[src/rtl/piso_serial_tx.sv]
// Parallel-in, serial-out frame transmitter.
// Each frame is a start bit, then WIDTH data bits LSB first, then a stop bit. Every bit is held for DIV clocks.
module piso_serial_tx #(
    parameter int WIDTH = 8,
    parameter int DIV   = 4
) (
    input  logic             clk,
    input  logic             rst,
    input  logic [WIDTH-1:0] din,
    input  logic             load,
    output logic             ready,
    output logic             tx,
    output logic             busy,
    output logic             done
);

    localparam int CW = (DIV > 1) ? $clog2(DIV) : 1;
    localparam int IW = $clog2(WIDTH + 1);
    localparam logic [CW-1:0] CNT_LAST = CW'(DIV - 1);
    localparam logic [IW-1:0] IDX_LAST = IW'(WIDTH - 1);

    typedef enum logic [1:0] {
        S_IDLE,
        S_START,
        S_DATA,
        S_STOP
    } state_t;

    state_t           r_state;
    logic [CW-1:0]    r_cnt;
    logic [IW-1:0]    r_idx;
    logic [WIDTH-1:0] r_shift;
    logic             r_tx;
    logic             r_done;

    state_t           w_state_nxt;
    logic [CW-1:0]    w_cnt_nxt;
    logic [IW-1:0]    w_idx_nxt;
    logic [WIDTH-1:0] w_shift_nxt;
    logic             w_tx_nxt;
    logic             w_done_nxt;
    logic             w_bit_end;

    assign w_bit_end = (r_cnt == CNT_LAST);

    always_comb begin
        // NOTE: every output gets a default first so no path leaves it unassigned (no latches).
        w_state_nxt = r_state;
        w_cnt_nxt   = r_cnt;
        w_idx_nxt   = r_idx;
        w_shift_nxt = r_shift;
        w_done_nxt  = 1'b0;

        unique case (r_state)
            S_IDLE: begin
                if (load) begin
                    w_state_nxt = S_START;
                    w_shift_nxt = din;
                    w_cnt_nxt   = '0;
                end
            end
            S_START: begin
                if (w_bit_end) begin
                    w_state_nxt = S_DATA;
                    w_cnt_nxt   = '0;
                    w_idx_nxt   = '0;
                end else begin
                    w_cnt_nxt = r_cnt + CW'(1);
                end
            end
            S_DATA: begin
                if (w_bit_end) begin
                    w_cnt_nxt   = '0;
                    w_shift_nxt = r_shift >> 1;
                    w_idx_nxt   = r_idx + IW'(1);
                    if (r_idx == IDX_LAST) begin
                        w_state_nxt = S_STOP;
                    end
                end else begin
                    w_cnt_nxt = r_cnt + CW'(1);
                end
            end
            S_STOP: begin
                if (w_bit_end) begin
                    w_state_nxt = S_IDLE;
                    w_cnt_nxt   = '0;
                    w_done_nxt  = 1'b1;
                end else begin
                    w_cnt_nxt = r_cnt + CW'(1);
                end
            end
            default: w_state_nxt = S_IDLE;
        endcase

        // tx is computed from the next state, so the flop holds the bit for the coming cycle.
        unique case (w_state_nxt)
            S_START: w_tx_nxt = 1'b0;
            S_DATA:  w_tx_nxt = w_shift_nxt[0];
            default: w_tx_nxt = 1'b1;
        endcase
    end

    always_ff @(posedge clk) begin
        // NOTE: sequential state uses non-blocking assignments so every flop samples pre-edge values.
        if (rst) begin
            r_state <= S_IDLE;
            r_cnt   <= '0;
            r_idx   <= '0;
            r_shift <= '0;
            r_tx    <= 1'b1;
            r_done  <= 1'b0;
        end else begin
            r_state <= w_state_nxt;
            r_cnt   <= w_cnt_nxt;
            r_idx   <= w_idx_nxt;
            r_shift <= w_shift_nxt;
            r_tx    <= w_tx_nxt;
            r_done  <= w_done_nxt;
        end
    end

    assign ready = (r_state == S_IDLE);
    assign busy  = (r_state != S_IDLE);
    assign tx    = r_tx;
    assign done  = r_done;

endmodule
[config.mk]
export PLATFORM = sky130hd
export DESIGN_NAME = piso_serial_tx
export DESIGN_NICKNAME = d
export VERILOG_FILES = /design/src/rtl/piso_serial_tx.sv
export SDC_FILE = /design/constraint.sdc
export NUM_CORES = 1
export LEC_CHECK = 0
export CAP_MARGIN = 20
export CORE_MARGIN = 2
export CORE_UTILIZATION = 45
export CTS_CLUSTER_SIZE = 25
export DETAILED_ROUTE_END_ITERATION = 7
export PLACE_DENSITY = 0.75
export RECOVER_POWER = 25
export SETUP_SLACK_MARGIN = 0.1
export SYNTH_ARGS = -nofsm -noshare
export SYNTH_HDL_FRONTEND = slang
export SYNTH_SLANG_ARGS = --single-unit
[constraint.sdc]
create_clock -name clk -period 3.65 [get_ports clk]
set_input_delay 0.73 -clock clk [delete_from_list [all_inputs] [get_ports clk]]
set_output_delay 0.73 -clock clk [all_outputs]
set_load 0.01 [all_outputs]
* After elaboration in Yosys (flattened, before gate mapping) *
Index checks and enable logic that the tools add are counted.

storage, ports and cells
  input bits = 11
  memories = 0
  ROM bits = 0
  bits in latches = 0
  register bits = 18
  RAM bits = 0
  word-level logic and storage cells = 45

cells by class
  $mul = 0
  div/mod/pow operators = 0
  equality and inequality tests = 10
  reduce and logical (&&, ||, !) cells = 8
  bitwise gates (word level) = 1
  add/subtract/negate cells = 2
  order comparisons = 0
  mux-type cells = 17
  shifts and indexed selects = 0

operator list
  kind                                            number
  2-to-1 mux 8 bit                                2
  case mux 8 bit (2 select lines)                 1
  2-to-1 mux 2 bit                                7
  == test 2 bit (second input constant)           4
  2-to-1 mux 4 bit                                2
  case mux 2 bit (4 select lines)                 1
  case mux 4 bit (2 select lines)                 1
  != test 2 bit (second input constant)           3
  AND reduction 3 bit                             2
  nonzero test 2 bit                              3
  adder 4 x 1 -> 4 bit (second input constant)    1
  == test 2 x 1 -> 1 bit (second input constant)  2
  == test 4 x 3 -> 1 bit (second input constant)  1
  case mux 2 bit (2 select lines)                 1
  OR reduction 3 bit                              1
  adder 2 x 1 -> 2 bit (second input constant)    1
  zero test 2 bit                                 1
  case mux 1 bit (2 select lines)                 1
  OR reduction 2 bit                              1
  2-to-1 mux 1 bit                                1
  NOT 1 bit                                       1

* Depth between registers and ports, before layout *
  depth after elaboration = 6
  gate-level depth with buffers = 6
  depth with buffers taken out = 5

* Least setup slack after synthesis *
No wires, ideal clock.

  kind = in2reg
  start = input port load
  end = register r_tx, in the netlist tx
  setup slack = 2.038 ns
  path buffers = 0
  stages = 4
  data arrival time = 1.486 ns
  cells stage by stage = nor3b_4 a221o_2 nor3_1 a21oi_2

between the ends
  longest elaborated chain between the ends = 4
  elaborated cells on any way between the ends = 7
  classes of those cells = eq/ne: 2; mux: 5

ends and longest elaborated chain
  item                                                            RTL line  text
  from (decl)                                                     10        input logic load,
  2-to-1 mux 2 bit                                                56        if (load) begin
  case mux 2 bit (4 select lines)                                 54        unique case (r_state)
  == test 2 bit / == test 2 x 1 -> 1 bit (equally long branches)  96        unique case (w_state_nxt)
  case mux 1 bit (2 select lines) (*)                             96
  to (signal assigned)                                            117       r_tx <= w_tx_nxt;
  to (decl)                                                       33        logic r_tx;

Mark *: on every way between the ends. The rest lies on a longest branch, timed or not. The select of a mux whose other input is x is not followed.
A chain may end at the register's enable or synchronous reset.

* Worst setup path in the final report *
  start = register r_state[1]
  end = output port ready

between the ends
  longest elaborated chain between the ends = 1

ends and longest elaborated chain
  item                    RTL line  text
  from (decl)             29        state_t r_state;
  from (signal assigned)  113       r_state <= w_state_nxt;
  zero test 2 bit         122       assign ready = (r_state == S_IDLE);
  to (decl)               11        output logic ready,

No other way between the ends.

==> metrics.md <==
| Metric | Value |
|---|---|
| Status | `completed` |
| Final setup skew | `0.00351 ns` |
| Final #Nets | `130` |
| Period utilisation layout | `68.1%` |
| Switch Pwr | `0.0884 mW` |
| IO Pins | `15` |
| Vias in the first global route | `723` |
| Syn_area_per_cell | `8.41 um2` |
| Largest cells by area after synthesis | `dfxtp_1 (41%), a22oi_1 (7.6%), a21oi_1 (6.8%)` |
| Library cells used by synthesis | `33` |
| Nature of the critical path startpoint | `flip-flop` |
| Final setup fails | `0` |
| Setup TNS | `0 ns` |
| Clk buf depth | `2` |
| DRT Pass-1 Iters | `4` |
| Worst path arrival time | `roughly 1.8 ns` |
| Num CTS Buffers | `3` |
| Sequential element share of the synthesized area | `40.8%` |
| Worst slew pin tran | `0.710 ns` |
| Die extent in x | `48.3 um` |
| Largest net degree at the start of global routing | `20` |
| Final worst setup slack | `between 1 and 1.5 ns` |
| Unrepaired setup endpoints after global routing | `no` |
| GRT Total Usage | `16.4%` |
| Post-synth EDFFs | `0` |
| GP Congestion | `0.724` |
| Diode count | `0` |
| Worst slew margin | `52.5%` |
| Synth Instances | `105` |
| Setup Buffers After CTS | `0` |
| Endpoints failing hold | `0` |
| Hold-fix buffers, CTS | `0` |
| Combinational power share | `15.0%` |
| Remaining global-route overflow | `0` |
| CTS tree | `built` |
| Die Height | `48.3 um` |
| Clk Latency, worst-skew pair | `0.28 ns` |
| FF+latch count, synth | `18` |
| Final Slew Violations | `0` |
| Cell taking the most area after synthesis | `dfxtp_1` |
| # H-tree levels | `1` |
| Total power | `about 0.36 mW` |
| Post-Route WL | `~1.7 mm` |
| Clk sink count | `18` |
| Synth Flop Type | `dfxtp_1` |
| Area Overhead vs Synth | `17.1%` |
| Initial core utilization | `46.4%` |
| Synth Net Count | `118` |
| Final antenna-violating net count | `0` |
| Cell Int Power | `0.274 mW` |
| Peak Freq | `402 MHz` |
| Crit path required time | `2.92 ns` |
| Drt drc | `0` |
| DR WL/cell | `~12 um` |
| Critical path type | `flip-flop to output port` |
| Commonest non-fill, non-tap cell in the layout | `dfxtp_1` |
| Switching part of the total | `between 20% and 30%` |
| Clk root buf | `clkbuf_4` |
| Min Hold Slack | `0.462 ns` |
| Cell Rows | `16` |
| Setup crit end kind | `output port` |
| Post-synth top area share | `40.8%` |
| DR vias/cell | `roughly 5.3` |
| Pwr per Cell Area | `between 300 and 400 nW/um2` |
| Place WS | `1.42 ns` |
| Initial antenna violation count | `0` |
| Period minus WS final | `2.49 ns` |
| CORE AREA | `1900 um2` |
| P_leak | `0.373 nW` |
| Via count | `750` |
| Max FO, Critical Path | `13` |
| Resized Gates After CTS | `0` |
| HPWL after DPL | `1.23 mm` |
| Clock transition at the registers of the reported paths | `0.09 ns` |
| Worst VDD drop | `slightly above 0.0002 V` |
| Clk network pwr share | `between 20% and 30%` |
| Port Buffers | `14` |
| Max-cap violations | `0` |
| Most frequent cells in the layout | `dfxtp_1 (18), clkdlybuf4s50_1 (13), a21oi_1 (12), nand2_1 (12), nor2_1 (10)` |
| DRT iter0 DRCs | `17` |
| Layout cell share with drive strength beyond 1 | `a little under 8%` |
| Die area | `2330 um2` |
| Synth warn | `0` |
| Global-route wire length before repair | `3.04 mm` |
| Sequential share of power | `between 50% and 60%` |
| Async SR Flop Fraction | `0%` |
| Min-Delay Path Class | `flip-flop to flip-flop` |
| Cell area after synthesis | `883 um2` |
==> per-stage QoR <==
step / util, % / std cells / area [um2]
3_5_place_dp: 53.2 / 139 / 1010
3_3_place_gp: 53.2 / 139 / 1010
6_report: 54.4 / 142 / 1030
5_1_grt: 54.4 / 142 / 1030
2_1_floorplan: - / 105 / 883
4_1_cts: 54.4 / 142 / 1030
==> logic make-up (layout without fill, tap and decap cells) <==
family	count (synthesis)	after routing	share of synthesized area, %
adders and majority gates	2	2	2.83
and+or+nand+nor	41	41	25.8
buffers and inverters	13	23	7.65
xor gates and xnor gates	1	1	0.992
AOI/OAI and AO/OA	30	30	22.0
DFF	18	18	40.8
==> final timing paths <==
check / startpoint / end / slack, ns / cells past startpoint
worst max-delay path: r_state[1]$_SDFF_PP0_ / ready / 1.16 / 3
worst min register to register: r_shift[3]$_SDFFE_PP0P_ / r_shift[3]$_SDFFE_PP0P_ / 0.46 / 2
worst max register to register: r_cnt[0]$_SDFFE_PP0P_ / tx$_SDFF_PP1_ / 1.88 / 5
worst min-delay path: r_shift[3]$_SDFFE_PP0P_ / r_shift[3]$_SDFFE_PP0P_ / 0.46 / 2
==> cell type report <==
type                            instances  area (um2)
Tap cell                               27        33.8
Inverter                                6        22.5
Multi-Input combinational cell         74         455
Fill cell                             173         867
Sequential cell                        18         360
Timing Repair Buffer                   14         140
Clock buffer                            3        22.5
==> power by group through the flow <==
stage,Combinational [mW],Sequential (mW),Clock [mW]
2_1_floorplan,0.0358,0.215,0
3_3_place_gp,0.0530,0.218,0
3_5_place_dp,0.0544,0.218,0
4_1_cts,0.0547,0.214,0.0990
5_1_grt,0.0600,0.215,0.106
6_report,0.0542,0.214,0.0936
==> cell usage after synthesis, types with 2 or more instances <==
master    instances
dfxtp_1          18
a21oi_1          12
nand2_1          12
nor2_1           10
a22oi_1           9
inv_1             4
nor3_1            4
o21ai_0           3
and3b_1           2
buf_2             2
buf_4             2
ha_1              2
inv_2             2
nand2b_1          2
nor2b_1           2
o221ai_1          2
==> state kept, by name, summed over array words and instances, names as in the netlist <==
signal	count
r_cnt	2
r_idx	4
r_shift	8
done	1
tx	1
r_state	2
==> layer usage <==
metal | routed length (um) | vias to the layer above | track usage, % | share of wire [%]
met5 | 0 | - | 0 | 0
met2 | 810 | 14 | 25.5 | 47
met4 | 37 | 0 | 13.3 | 2.2
met3 | 43 | 4 | 1.23 | 2.5
met1 | 815 | 340 | 21.1 | 48
li1 | - | 392 | - | -
==> critical path, cell delays in order (launching register included) <==
cell             delay (ns)
dfxtp_1                0.46
or2_1                  0.36
inv_2                  0.11
clkdlybuf4s50_1        0.54
Note: power is estimated with default switching activity, not from simulation.
